### src/rtl/pipeline_stall_ctrl_pkg.sv
// -----------------------------------------------------------------------------
// pipeline_hazard_ctrl_pkg
// Shared definitions for the 5-stage MIPS pipeline hazard logic: forwarding
// select encodings (used by the EXE-stage forwarding unit), the MDU busy-state
// enum and default multiply/divide latencies used by pipeline_stall_ctrl.
// -----------------------------------------------------------------------------
package pipeline_hazard_ctrl_pkg;

  // Forwarding mux select for an EXE-stage ALU operand.
  typedef enum logic [1:0] {
    FWD_NONE = 2'b00,  // operand from the ID/EXE register
    FWD_WB   = 2'b01,  // operand from the writeback result
    FWD_MEM  = 2'b10   // operand from the DM-stage ALU result
  } fwd_sel_e;

  // Multi-cycle multiply/divide unit sequencing.
  typedef enum logic {
    MDU_IDLE = 1'b0,
    MDU_BUSY = 1'b1
  } mdu_state_e;

  localparam int MULT_LAT_DEF = 4;
  localparam int DIV_LAT_DEF  = 32;
  localparam int CNT_W_DEF    = 6;

  // True when a producing stage's destination feeds either decode source.
  // Register 0 is hard-wired to zero, so it never creates a dependency.
  function automatic logic src_match(input logic [4:0] dst,
                                     input logic [4:0] rs,
                                     input logic [4:0] rt);
    return (dst != 5'd0) && ((dst == rs) || (dst == rt));
  endfunction

endpackage

### src/rtl/pipeline_stall_ctrl_mdu_busy_counter.sv
// -----------------------------------------------------------------------------
// mdu_busy_counter
// Busy sequencer for the multi-cycle multiply/divide unit. A start sampled on
// rising edge N makes busy high for cycles N+1 .. N+LAT, with done high in the
// final busy cycle only. A start while busy is ignored (decode stalls keep it
// from happening). Reset aborts an operation without a done pulse.
//
// Ports:
//   clk    in  pipeline clock
//   rst_n  in  asynchronous active-low reset
//   start  in  mult/div issued in EXE this cycle
//   div    in  qualifies start: 1 = divide, 0 = multiply
//   busy   out operation in progress
//   done   out one-cycle pulse in the final busy cycle
// -----------------------------------------------------------------------------
module mdu_busy_counter
  import pipeline_hazard_ctrl_pkg::*;
#(
  parameter int MULT_LAT = MULT_LAT_DEF,
  parameter int DIV_LAT  = DIV_LAT_DEF,
  parameter int CNT_W    = CNT_W_DEF
) (
  input  logic clk,
  input  logic rst_n,
  input  logic start,
  input  logic div,
  output logic busy,
  output logic done
);

  // The counter holds the number of busy cycles still to follow the current
  // one, so it is loaded with LAT-1 and the last busy cycle sees zero.
  localparam logic [CNT_W-1:0] MULT_LOAD = CNT_W'(MULT_LAT - 1);
  localparam logic [CNT_W-1:0] DIV_LOAD  = CNT_W'(DIV_LAT - 1);

  mdu_state_e       state_q, state_d;
  logic [CNT_W-1:0] cnt_q, cnt_d;

  // State register
  // NOTE: sequential state uses non-blocking assignments so every flop samples
  // the pre-edge values, independent of statement order.
  always_ff @(posedge clk or negedge rst_n) begin
    if (!rst_n) begin
      state_q <= MDU_IDLE;
      cnt_q   <= '0;
    end else begin
      state_q <= state_d;
      cnt_q   <= cnt_d;
    end
  end

  // Next-state logic
  // NOTE: defaults first so every path assigns every output -- no latches.
  always_comb begin
    state_d = state_q;
    cnt_d   = cnt_q;
    unique case (state_q)
      MDU_IDLE: begin
        if (start) begin
          state_d = MDU_BUSY;
          cnt_d   = div ? DIV_LOAD : MULT_LOAD;
        end
      end
      MDU_BUSY: begin
        if (cnt_q == '0) begin
          state_d = MDU_IDLE;
        end else begin
          cnt_d = cnt_q - 1'b1;
        end
      end
      default: state_d = MDU_IDLE;
    endcase
  end

  // Output logic
  always_comb begin
    busy = (state_q == MDU_BUSY);
    done = (state_q == MDU_BUSY) && (cnt_q == '0);
  end

endmodule

### src/rtl/pipeline_stall_ctrl.sv
// -----------------------------------------------------------------------------
// pipeline_stall_ctrl
// Hazard controller for the 5-stage MIPS pipeline. Covers what the EXE-stage
// forwarding unit cannot: load-use hazards, hazards on operands of branches
// compared in ID, and waits on the multi-cycle multiply/divide unit (MDU).
// A stall holds PC and IF/ID and inserts a bubble into ID/EXE; a taken
// branch/jump flushes IF/ID unless the branch itself is stalled.
//
// Build option: define MDU_STALL_EN to build the MDU busy sequencer and the
// MDU stall term. Without it mdu_busy/mdu_done are 0 and mdu_* inputs are
// ignored (ports kept for a fixed interface).
//
// Ports:
//   clk, rst_n              clock, asynchronous active-low reset
//   rs_dec, rt_dec          ID source registers
//   branch_dec              ID instruction is a branch compared in ID
//   pc_src_dec              ID branch/jump is taken
//   mdu_use_dec             ID instruction is mult/div/mfhi/mflo/mthi/mtlo
//   wreg_dst_exe            EXE destination register
//   reg_we_exe              EXE instruction writes the register file
//   mem_to_reg_exe          EXE instruction is a load
//   wreg_dst_dm             DM destination register
//   mem_to_reg_dm           DM instruction is a load
//   mdu_start_exe           mult/div issued in EXE this cycle
//   mdu_div_exe             1 = divide, 0 = multiply
//   stall_fetch, stall_dec  hold PC / IF/ID
//   flush_dec, flush_exe    clear IF/ID / ID/EXE
//   mdu_busy, mdu_done      MDU in progress / final busy cycle pulse
// -----------------------------------------------------------------------------
module pipeline_stall_ctrl
  import pipeline_hazard_ctrl_pkg::*;
#(
  parameter int MULT_LAT = MULT_LAT_DEF,
  parameter int DIV_LAT  = DIV_LAT_DEF,
  parameter int CNT_W    = CNT_W_DEF
) (
  input  logic       clk,
  input  logic       rst_n,
  input  logic [4:0] rs_dec,
  input  logic [4:0] rt_dec,
  input  logic       branch_dec,
  input  logic       pc_src_dec,
  input  logic       mdu_use_dec,
  input  logic [4:0] wreg_dst_exe,
  input  logic       reg_we_exe,
  input  logic       mem_to_reg_exe,
  input  logic [4:0] wreg_dst_dm,
  input  logic       mem_to_reg_dm,
  input  logic       mdu_start_exe,
  input  logic       mdu_div_exe,
  output logic       stall_fetch,
  output logic       stall_dec,
  output logic       flush_dec,
  output logic       flush_exe,
  output logic       mdu_busy,
  output logic       mdu_done
);

  logic lw_stall;
  logic br_stall;
  logic mdu_stall;
  logic stall;

`ifdef MDU_STALL_EN
  mdu_busy_counter #(
    .MULT_LAT (MULT_LAT),
    .DIV_LAT  (DIV_LAT),
    .CNT_W    (CNT_W)
  ) u_mdu_busy_counter (
    .clk   (clk),
    .rst_n (rst_n),
    .start (mdu_start_exe),
    .div   (mdu_div_exe),
    .busy  (mdu_busy),
    .done  (mdu_done)
  );

  // An op issuing in EXE this cycle is not yet visible in mdu_busy, so it
  // must block a following HI/LO consumer too.
  assign mdu_stall = mdu_use_dec && (mdu_busy || mdu_start_exe);
`else
  localparam int unused_lat = MULT_LAT + DIV_LAT + CNT_W;
  logic unused_mdu;

  assign unused_mdu = ^{clk, rst_n, mdu_start_exe, mdu_div_exe, mdu_use_dec};
  assign mdu_busy   = 1'b0;
  assign mdu_done   = 1'b0;
  assign mdu_stall  = 1'b0;
`endif

  // A load result is only available after DM, so an ID consumer must wait
  // one cycle even with forwarding.
  assign lw_stall = mem_to_reg_exe && src_match(wreg_dst_exe, rs_dec, rt_dec);

  // Branches compare in ID, before the EXE forwarding point: any pending ALU
  // result in EXE or load result in DM must land first.
  assign br_stall = branch_dec &&
                    ((reg_we_exe    && src_match(wreg_dst_exe, rs_dec, rt_dec)) ||
                     (mem_to_reg_dm && src_match(wreg_dst_dm,  rs_dec, rt_dec)));

  assign stall = lw_stall || br_stall || mdu_stall;

  assign stall_fetch = stall;
  assign stall_dec   = stall;
  assign flush_exe   = stall;
  // A stalled branch has not resolved yet; flushing would drop its successor.
  assign flush_dec   = pc_src_dec && !stall;

endmodule

### config.mk
export PLATFORM = sky130hd
export DESIGN_NAME = pipeline_stall_ctrl
export DESIGN_NICKNAME = d
export VERILOG_FILES = /design/src/rtl/pipeline_stall_ctrl_pkg.sv /design/src/rtl/pipeline_stall_ctrl_mdu_busy_counter.sv /design/src/rtl/pipeline_stall_ctrl.sv
export SDC_FILE = /design/constraint.sdc
export NUM_CORES = 1
export LEC_CHECK = 0
export ABC_AREA = 0
export CORE_AREA = 4 4 41 43
export DETAILED_ROUTE_END_ITERATION = 7
export DIE_AREA = 0 0 45 47
export PLACE_DENSITY = 0.72
export REMOVE_ABC_BUFFERS = 1
export SYNTH_ARGS = -nofsm -noshare
export SYNTH_HDL_FRONTEND = slang
export SYNTH_SLANG_ARGS = --single-unit
### constraint.sdc
create_clock -name vclk -period 1.5
set_input_delay 0.15 -clock vclk [all_inputs]
set_output_delay 0.15 -clock vclk [all_outputs]
set_load 0.1 [all_outputs]
# Yosys cells after proc, flatten, opt, wreduce, memory -nomap -nowiden
# Cells that the tools add are included.
dict set report classes {
  eq_ne 4
  reduce_logical 14
}
# cell count
set op_table {}
lappend op_table {{$eq 5x5->1} 4}
lappend op_table {{$reduce_bool 5->1} 2}
lappend op_table {{$logic_and 1x1->1} 7}
lappend op_table {{$logic_or 1x1->1} 4}
lappend op_table {{$logic_not 1->1} 1}
dict set report word_totals {
  reg_bits 0
  output_inout_bits 6
  elab_cells 18
}

# Longest topological paths before layout
# Gate-level depths: netlist of the first run.
dict set report depth {
  word_depth 9
  mapped_depth 5
  ltp_nobuf 4
}

# Worst setup path after synthesis of the first run
# No wires, ideal clock.
dict set report synth_path {
  path_type {input-to-output}
  startpoint {input port wreg_dst_dm[0]}
  endpoint {output port flush_dec}
  t_arrival_ns 2.148
  required_ns 1.350
  path_slack_ns -0.798
  cell_stages 3
  path_buffers 0
  cell_sequence {or3_1 > o311a_1 > a221oi_2}
}
dict set report synth_via {
  elab_chain_len 9
  elab_cells_between_ends 11
  cone_classes {eq/ne (2); reduce/logical (9)}
}
# element line_no
set synth_rtl {}
lappend synth_rtl {{from (decl)} pipeline_stall_ctrl.sv:47} ;# input logic [4:0] wreg_dst_dm,
lappend synth_rtl {{$eq 5x5->1} pipeline_stall_ctrl_pkg.sv:31} ;# return (dst != 5'd0) && ((dst == rs) || (dst == rt));
lappend synth_rtl {{$logic_or 1x1->1} pipeline_stall_ctrl_pkg.sv:31}
lappend synth_rtl {{$logic_and 1x1->1 (*)} pipeline_stall_ctrl_pkg.sv:31}
lappend synth_rtl {{$logic_and 1x1->1 (*)} pipeline_stall_ctrl.sv:99} ;# (mem_to_reg_dm && src_match(wreg_dst_dm, rs_dec, rt_dec)));
lappend synth_rtl {{$logic_or 1x1->1 (*)} pipeline_stall_ctrl.sv:98} ;# ((reg_we_exe && src_match(wreg_dst_exe, rs_dec, rt_dec)) ||
lappend synth_rtl {{$logic_and 1x1->1 (*)} pipeline_stall_ctrl.sv:97} ;# assign br_stall = branch_dec &&
lappend synth_rtl {{$logic_or 1x1->1 (*)} pipeline_stall_ctrl.sv:101} ;# assign stall = lw_stall || br_stall || mdu_stall;
lappend synth_rtl {{$logic_not 1->1 (*)} pipeline_stall_ctrl.sv:107} ;# assign flush_dec = pc_src_dec && !stall;
lappend synth_rtl {{$logic_and 1x1->1 (*)} pipeline_stall_ctrl.sv:107}
lappend synth_rtl {{to (decl)} pipeline_stall_ctrl.sv:53} ;# output logic flush_dec,
# Every way passes the cells marked *; elsewhere a longest branch is shown, timed or not.

# Worst setup path after layout of the first run
dict set report layout_path {
  startpoint {input port wreg_dst_dm[1]}
  endpoint {output port flush_dec}
}
# The elaborated chain is that of the path after synthesis.

==> flow_metrics.py, run 1 <==
metrics = {
    "global_route": {
        "grt_antenna_before_repair": 0,
        "grt_max_degree": 4,
        "grt_util_all_layers_pct": 11.7,
        "busiest_layer": "met2",
        "grt_pass1_vias": 459,
        "met2_usage_pct": 24.9,
        "grtUsageMet1_pct": 12.1,
        "gr-total-overflow": 0,
        "grt_pass1_wl_um": 1890,
        "met3_usage_pct": 2.68,
    },
    "timing": {
        "setup_viol": 4,
        "slew_viol_final": 0,
        "fmax_ghz": 0.613,
        "hold_violations": 0,
        "rsz0062_at_grt": "true",
        "period_needed_ps": 1630,
        "fin_setup_tns_ps": -299,
        "holdWs_ps": 906,
        "post-route-period-util_pct": 109,
        "worst_slack_ps": -133,
    },
    "finish": {
        "design.seq.count": 0,
        "clockBufferCount": 0,
        "finalNonFillerCells": 91,
        "syn2layout_area_growth_pct": 134,
        "nets": 108,
        "n_fill_cell": 132,
        "seqCellArea_um2": 0,
        "antenna_cells": 0,
        "drive_above_1_share_pct": 31.6,
        "multiInputGateArea_um2": 373,
    },
    "power": {
        "switchingPower_uw": 164,
        "vdd.ir_drop.worst_mv": 0.210,
        "powerDensity_nw_per_um2": 403,
        "power_uw": 303,
        "power.share.clock_pct": 0,
        "power.internal_uw": 139,
        "swShare_pct": 54.2,
        "sequentialPowerShare_pct": 0,
        "p_leak_uw": 0.000289,
        "pwr-share-comb_pct": 100.0,
    },
    "route": {
        "wl_per_cell_um": 13.3,
        "routed_via_density": 4.62,
        "drt_iter0_drc": 3,
        "ant_nets": 0,
        "drc": 0,
        "first_pass_iters": 4,
        "vias": 420,
        "wl_um": 1210,
    },
    "placed_design": {
        "pre_cts_slack_ps": -509,
        "place.gp.congestion": 0.722,
        "placed_cells": 90,
        "numPortBuffers": 29,
    },
    "run_status": {
        "outcome": "complete, but fails checks",
        "violations": "setup timing",
    },
    "min_path": {
        "min_to": "flush_dec",
        "hp-start": "wreg_dst_dm[1]",
        "whs_path_depth": 5,
        "holdCritPathClass": "input pin to output pin",
    },
    "critical_path": {
        "critPathKind": "input pin to output pin",
        "startpoint_type": "input pin",
        "end_kind": "output pin",
        "crit_slowest_cell": "or3_4",
        "cp.required_ps": 1350,
        "crit_chain": "buf_6, or3_4, o311a_4, a221oi_4, buf_12",
        "critPathMaxStageDelay_ps": 380,
        "cp.arrival_ps": 1480,
        "crit_path_max_fanout": 2,
    },
    "floorplanning": {
        "rows": 13,
        "initial_core_util_pct": 24.6,
        "die_h_um": 47,
        "io_pins": 36,
        "die-area_um2": 2120,
        "die_x_um": 45,
        "core-area_um2": 1300,
    },
    "synth": {
        "synth_cells": 44,
        "ys_types": 14,
        "syn_area_um2": 320,
        "syn_avg_cell_area_um2": 7.28,
        "yosysSeqAreaShare_pct": 0,
        "yosys_warnings": 0,
    },
    "job": {
        "max_cap_violations": 0,
    },
}
worst max-delay path by stage:
| stage | start | endpoint | slack, ps | depth (start not counted) |
|---|---|---|---|---|
| final | wreg_dst_dm[1] | flush_dec | -130 | 5 |
| after global routing | wreg_dst_dm[1] | flush_dec | -180 | 5 |
| after CTS | wreg_dst_dm[0] | flush_dec | -150 | 5 |
| after detailed placement | wreg_dst_dm[0] | flush_dec | -510 | 5 |
| after global placement | wreg_dst_dm[0] | flush_dec | -460 | 5 |
| after floorplan | wreg_dst_dm[0] | flush_dec | -800 | 3 |
per-layer routing:
metal	up-vias	part of all wire, %
met5	-	0
met4	0	0
met3	0	11
met2	22	54
met1	189	35
li1	209	-
cells in the mapped netlist (2+ instances only):
library cell  instances  share of area [%]
buf_4                 4                9.4
xnor2_1              20                 55
nand3_1               4                6.3
o22ai_1               2                3.9
nand2_1               4                4.7
a21oi_1               2                3.1
worst max-delay path, delay by kind of cell:
kind                   cells  cell delay, ps
AOI/OAI and AO/OA          2             640
buffers and inverters      2             300
and+or+nand+nor            1             380
cell families (layout without fill, tap and decap cells):
family | after synthesis | after routing | synth area share, %
other | 1 | 2 | 1.17
AO/OA/AOI/OAI | 7 | 7 | 18.0
XOR/XNOR | 20 | 20 | 54.7
AND/OR/NAND/NOR | 11 | 11 | 15.6
buffers and inverters | 5 | 36 | 10.5
cells in the final DEF (no fill, tap or decap):
master,instances
xnor2_1,20
dlygate4sd2_1,11
buf_4,6
clkdlybuf4s50_1,5
nand3_1,4
nand2_1,4
clkdlybuf4s15_1,4
buf_12,4
buf_6,3
o22ai_4,2
conb_1,2
clkbuf_2,2
nor2_1,1
nor3_2,1
a21oi_2,1
a21oi_4,1
or3_4,1
o311a_4,1
a22o_4,1
inv_1,1
a221oi_4,1
through the flow:
stage                     cell area (µm²)  util, %
after floorplan                       294        -
after global placement                681     52.3
after detailed placement              681     52.3
after CTS                             702     53.9
after global routing                  751     57.7
final                                 751     57.7
power groups by stage:
stage               clock network, µW  registers, µW  logic (µW)
floorplan                           0              0         145
global placement                    0              0         279
detailed placement                  0              0         280
CTS                                 0              0         280
global route                        0              0         319
finish                              0              0         303
what timing repair did:
action	in CTS	in global routing
gates resized for setup	37	15
hold buffers	0	0
setup endpoints to repair	4	4
setup buffers	0	1
pin swaps	6	10
area by class of cell:
| type | count | share of cell area, % |
|---|---|---|
| Inverter | 1 | 0.500 |
| Multi-Input combinational cell | 40 | 49.7 |
| Tap cell | 15 | 2.50 |
| Timing Repair Buffer | 35 | 47.3 |
(Power assumes the default switching activity.)
==> run 2: changes to the inputs <==
--- a/config.mk
+++ b/config.mk
@@ -12,4 +12,5 @@
 export PLACE_DENSITY = 0.72
 export REMOVE_ABC_BUFFERS = 1
+export SKIP_LAST_GASP = 1
 export SYNTH_ARGS = -nofsm -noshare
 export SYNTH_HDL_FRONTEND = slang
==> constraint.sdc (replaced) <==
create_clock -name vclk -period 1.5
set_input_delay 0.225 -clock vclk [all_inputs]
set_output_delay 0.225 -clock vclk [all_outputs]
set_load 0.1 [all_outputs]
==> results of run 2 <==
The final DEF is identical to that of run 1. Status: complete, but fails checks: setup timing.
Among the figures that moved: setup slack after placement -509 ps -> -659 ps; setup slack after layout -133 ps -> -283 ps; setup TNS -299 ps -> -899 ps; hold slack 906 ps -> 1060 ps
